## config.mk

```make
export PLATFORM = sky130hd
export DESIGN_NAME = in_port_reader
export DESIGN_NICKNAME = d
export VERILOG_FILES = /design/src/rtl/in_port_reader.sv
export SDC_FILE = /design/constraint.sdc
export NUM_CORES = 1
export LEC_CHECK = 0
export BUFFER_PORTS_ARGS = -buffer_cell sky130_fd_sc_hd__buf_2
export CAP_MARGIN = 25
export CORE_MARGIN = 10
export CORE_UTILIZATION = 35
export CTS_CLUSTER_DIAMETER = 40
export DETAILED_ROUTE_END_ITERATION = 10
export GPL_TIMING_DRIVEN = 0
export PLACE_DENSITY = 0.57
export RECOVER_POWER = 25
export SLEW_MARGIN = 15
export SYNTH_ARGS = -nofsm -noshare
export SYNTH_HDL_FRONTEND = slang
export SYNTH_SLANG_ARGS = --single-unit
```

## constraint.sdc

```tcl
create_clock -name clk -period 2.5 [get_ports clk]
set_clock_uncertainty 0.15 [all_clocks]
set_input_delay 0.5 -clock clk [delete_from_list [all_inputs] [get_ports clk]]
set_output_delay 0.5 -clock clk [all_outputs]
set_load 0.1 [all_outputs]
```

## src/rtl/in_port_reader.sv

```systemverilog
// Purpose: synchronise, debounce and hold the TD4 input switches for the IN instruction.
// Latency: a clean step on raw_in reaches data at the (DEBOUNCE_CYCLES+3)th edge.
// Backpressure: none; en=0 freezes the debouncer, and rd clears the sticky changed flag.
module in_port_reader #(
    parameter int WIDTH           = 4,
    parameter int DEBOUNCE_CYCLES = 4,
    parameter int CNT_W           = 3
) (
    input  logic             clk,
    input  logic             clr,
    input  logic             en,
    input  logic [WIDTH-1:0] raw_in,
    input  logic             rd,
    output logic [WIDTH-1:0] data,
    output logic             valid,
    output logic             changed
);

    typedef enum logic {
        STABLE = 1'b0,
        SETTLE = 1'b1
    } state_t;

    localparam logic [CNT_W-1:0] CNT_LAST = CNT_W'(DEBOUNCE_CYCLES - 1);

    state_t           state;
    logic [CNT_W-1:0] cnt;
    logic [WIDTH-1:0] cand;
    logic [WIDTH-1:0] sync1;
    logic [WIDTH-1:0] sync2;
    logic [WIDTH-1:0] sync_q;

    // The synchroniser keeps sampling while en=0 so resumption sees the current inputs.
    always_ff @(posedge clk) begin
        if (!clr) begin
            sync1 <= '0;
            sync2 <= '0;
        end else begin
            sync1 <= raw_in;
            sync2 <= sync1;
        end
    end

    assign sync_q = sync2;

    always_ff @(posedge clk) begin
        if (!clr) begin
            state   <= STABLE;
            cnt     <= '0;
            cand    <= '0;
            data    <= '0;
            changed <= 1'b0;
        end else if (en) begin
            if (rd) begin
                changed <= 1'b0;
            end
            case (state)
                STABLE: begin
                    if (sync_q != data) begin
                        state <= SETTLE;
                        cand  <= sync_q;
                        cnt   <= '0;
                    end
                end
                SETTLE: begin
                    if (sync_q == data) begin
                        state <= STABLE;
                        cnt   <= '0;
                    end else if (sync_q != cand) begin
                        cand <= sync_q;
                        cnt  <= '0;
                    end else if (cnt == CNT_LAST) begin
                        // Later assignment overrides a same-edge rd: new data wins.
                        data    <= cand;
                        changed <= 1'b1;
                        state   <= STABLE;
                        cnt     <= '0;
                    end else begin
                        cnt <= cnt + CNT_W'(1);
                    end
                end
                default: begin
                    state <= STABLE;
                    cnt   <= '0;
                end
            endcase
        end
    end

    assign valid = (state == STABLE);

endmodule

```

Word-level counts from Yosys, hierarchy flattened. Cells that the tools add are included.

Bits in registers: 21. Output and inout bits: 6. Bits of input ports: 8. Logic and storage cells: 40.

Add/subtract/negate cells: 1. Reduce and logical (&&, ||, !) cells: 3. Muxes and demuxes: 19. Equality and inequality tests: 7. Bitwise logic cells: 3.

Operators by type and width (count): 2-to-1 mux 3 bit (4); 2-to-1 mux 4 bit (3); 2-to-1 mux 1 bit (9); != test 4 bit (2); case mux 4 bit (2 select lines) (1); case mux 3 bit (2 select lines) (1); AND reduction 5 bit (1); equality test 4 bit (1); != test 2 x 1 -> 1 bit, second input constant (2); AND reduction 4 bit (1); adder 3 x 1 -> 3 bit, second input constant (1); equality test 3 x 2 -> 1 bit, second input constant (1); NOT 1 bit (3); != test 2 bit, second input constant (1); case mux 1 bit (2 select lines) (1); AND reduction 2 bit (1).

Logic depth before layout (Yosys ltp).
Depth after elaboration: 5. Gate-level depth with buffers: 5. Gate-level depth less buffers: 5.

Least setup slack after synthesis. Ideal clock, no wire load.

Path type: reg-to-reg. From: register data[2]. To: register data[0]. Arrival time: 2100 ps. Period minus slack after synthesis: 2322 ps. Path buffers: 0. Setup time: 72 ps. Required time: 2278 ps. Stages on the path, launching flop included: 5. Setup slack: 178 ps. Cell sequence: dfxtp_1 xnor2_1 a41o_1 nor4_4 mux2i_1.

Longest elaborated chain between the ends: 3.

RTL lines: from (decl) (RTL line 14) `output logic [WIDTH-1:0] data,`; from (signal assigned) (RTL line 74) `data <= cand;`; equality test 4 bit (RTL line 66) `if (sync_q == data) begin`; NOT 1 bit (no source line); AND reduction 5 bit (no source line).

No other way between the ends. A chain may end at the register's enable or synchronous reset.

Worst setup path in the final report.
From: register data[2]. To: output port data[2].

No word-level cell between the ends.

==> impl_metrics.csv <==
group,metric,value,unit
pwr,power_density,582,nW/um^2
critical_path,start_kind,"register",
clock_tree,clockBufferDepth,2,
clock_tree,cts_setup_buffers,0,
critical_path,path_cells,"buf_2",
drt,ant_nets,0,
floorplan,rows,17,
synth,syn_area_per_cell,9.98,um^2
synth,synth_edf_count,0,
drt,wire_per_inst,12.0,um
critical_path,cp_top_family,"buffers and inverters",
grt,grt_pass1_vias,626,
layout,mostFrequentLayoutCell,"dfxtp_1",
timing,holdWs,0.245,ns
placed_design,place.port_buffers,12,
placed_design,gp_congestion,0.801,
grt,grt_usage,6.54,%
worst_hold_path,hp-class,"input port to register",
critical_path,max_stage_delay,0.45,ns
synth,syn_nets,95,
critical_path,crit_type,"register to primary output",
critical_path,cp.arrival,1.14,ns
pwr,peakVddDrop,324,uV
floorplan,core_area,2280,um^2
synth,synth_top_area_share,49.0,%
pwr,comb_power_share,10.8,%
clock_tree,tritoncts,"yes",
layout,layout_common_cells,"dfxtp_1 (21), nand2_1 (16), buf_2 (12), xnor2_1 (8), mux2i_1 (8)",
timing,post-route-period-util,71.5,%
pwr,power_leakage,0.391,nW
clock_tree,cts.repair.resized,0,
floorplan,io_pins,14,
timing,rsz0062_at_grt,"false",
clock_tree,clock_sinks,21,
critical_path,path_depth,1,
grt,gr-total-overflow,0,
floorplan,initial_core_util,37.7,%
layout,drive_above_1_share,16.7,%
synth,ys_seq_area_share,49.0,%
timing,hold_viol_final,0,
synth,yosys_warnings,0,
synth,netlist_instances,86,
pwr,pwr-share-seq,61.3,%
synth,synth.area.top_cells,"dfxtp_1 (49%), mux2i_1 (9.3%), xnor2_1 (8.2%)",
critical_path,worstPathRequired,1.85,ns
critical_path,worstSetupEndpoint,"data[2]",
layout,fin_util,43.0,%
grt,grt_pass1_wl,2660,um
synth,yosysTopAreaCell,"dfxtp_1",
critical_path,crit_start,"data[2]",
grt,antenna_found_initial,0,
timing,finalSetupTns,0,ns
timing,slew_headroom,58.8,%
drt,via_per_inst,4.72,
run,drv_cap,0,
drt,firstDrtPassIters,3,
pwr,p_clk_share,27.8,%
timing,drv_slew,0,
critical_path,crit_slowest_cell,"buf_2",
layout,antennaDiodeCount,0,
run_status,status,"finished, final reports clean",
critical_path,timing.rr.start,"sync2[3]",
clock_tree,cts_max_level,1,
clock_tree,clkTransAtPathRegs,0.11,ns
timing,worst_slew_pin_slew,0.617,ns
critical_path,rr_endpoint,"data[1]",
drt,num_vias,613,
floorplan,die_h,69.5,um
synth,ys_seq_elements,21,
clock_tree,cts_buffers,3,
pwr,p_int,0.428,mW
clock_tree,clock_latency,0.29,ns
clock_tree,cts_hold_buf,0,
layout,layout.cells.non_filler,130,
critical_path,end_kind,"primary output",
floorplan,die-area,4830,um^2
synth,syn-cell-area,858,um^2
pwr,p_sw,0.142,mW
layout,seqCellArea,420,um^2
synth,async_flop_share,0,%
floorplan,die_x,69.5,um
timing,setup_viol,0,
drt,drcViolationCount,0,
synth,ys.flop_type,"dfxtp_1",
grt,grt_max_degree,12,
placed_design,placedCellCount,126,
drt,drt_iter0_drc,7,
timing,max_freq,0.559,GHz
timing,fin_crit,1.79,ns
critical_path,reg2reg_slack,0.71,ns
critical_path,rr_worst_depth,4,
layout,syn_to_final_growth,14.1,%
pwr,swShare,25.0,%
layout,fin_nets,112,
layout,multi_input_area,415,um^2
placed_design,dp_hpwl,1210,um
critical_path,critical_path.max_fanout,3,
critical_path,cp.buffers_inverters,1,
layout,fill_cells,227,
clock_tree,root_buffer,"clkbuf_4",
drt,wl,1560,um
synth,yosysUniqueCellTypes,23,
-- power groups by stage --
stage	clock (mW)	combinational, mW	sequential (mW)
global route	0.181	0.0693	0.351
global placement	0	0.0621	0.357
CTS	0.166	0.0630	0.350
floorplan	0	0.0487	0.356
finish	0.159	0.0618	0.350
detailed placement	0	0.0629	0.357
-- stage by stage --
step | setup slack [ns] | total power [mW] | instance area (um^2)
2_1_floorplan | 0.178 | 0.405 | 858
3_3_place_gp | 0.575 | 0.419 | 953
3_5_place_dp | 0.562 | 0.420 | 953
4_1_cts | 0.670 | 0.578 | 980
5_1_grt | 0.593 | 0.601 | 980
6_report | 0.712 | 0.570 | 980
-- synth_stat cells, drive strengths merged, types with 2 or more instances --
cell and instances:
nor4 2, and2 8, xnor2 8, mux2i 8
nand3 3, nand2 16, dfxtp 21, inv 3
clkbuf 3, o2bb2ai 2
-- cells by family (layout without fill, tap and decap cells) --
group | count (synthesis) | count (layout) | share of synthesized area, %
simple gates | 33 | 33 | 20.8
flops | 21 | 21 | 49.0
mux | 9 | 9 | 10.6
compound gates | 8 | 8 | 7.29
xor+xnor | 8 | 8 | 8.16
buf+inv | 6 | 22 | 2.62
fa+ha+maj | 1 | 1 | 1.46
-- state kept, by name (all words and copies together), names as in the netlist --
name     count
state        1
changed      1
cand         4
cnt          3
sync2        4
sync1        4
data         4
-- worst min path at each step --
stage	startpoint	to	slack, ns	cells after the start
final	raw_in[1]	sync1[1]	0.24	2
after global routing	raw_in[0]	sync1[0]	0.23	2
after CTS	raw_in[1]	sync1[1]	0.24	2
after detailed placement	sync1[3]	sync2[3]	0.27	1
after global placement	sync1[0]	sync2[0]	0.27	1
after floorplan	sync1[0]	sync2[0]	0.26	1
-- layer usage --
layer	share of wire, %	vias to the layer above	track usage [%]
met1	48	281	7.36
met4	0.58	0	3.10
met2	48	7	10.6
li1	-	323	-
met3	3.1	2	2.43
met5	0	-	0
-- cell type report --
| cell class | count | area share [%] |
|---|---|---|
| Multi-Input combinational cell | 59 | 42.4 |
| Inverter | 3 | 1.15 |
| Timing Repair Buffer | 12 | 6.13 |
| Clock buffer | 4 | 2.68 |
| Sequential cell | 21 | 42.9 |
| Buffer | 3 | 1.15 |
| Tap cell | 28 | 3.58 |
Power figures use the tool's default switching activity.
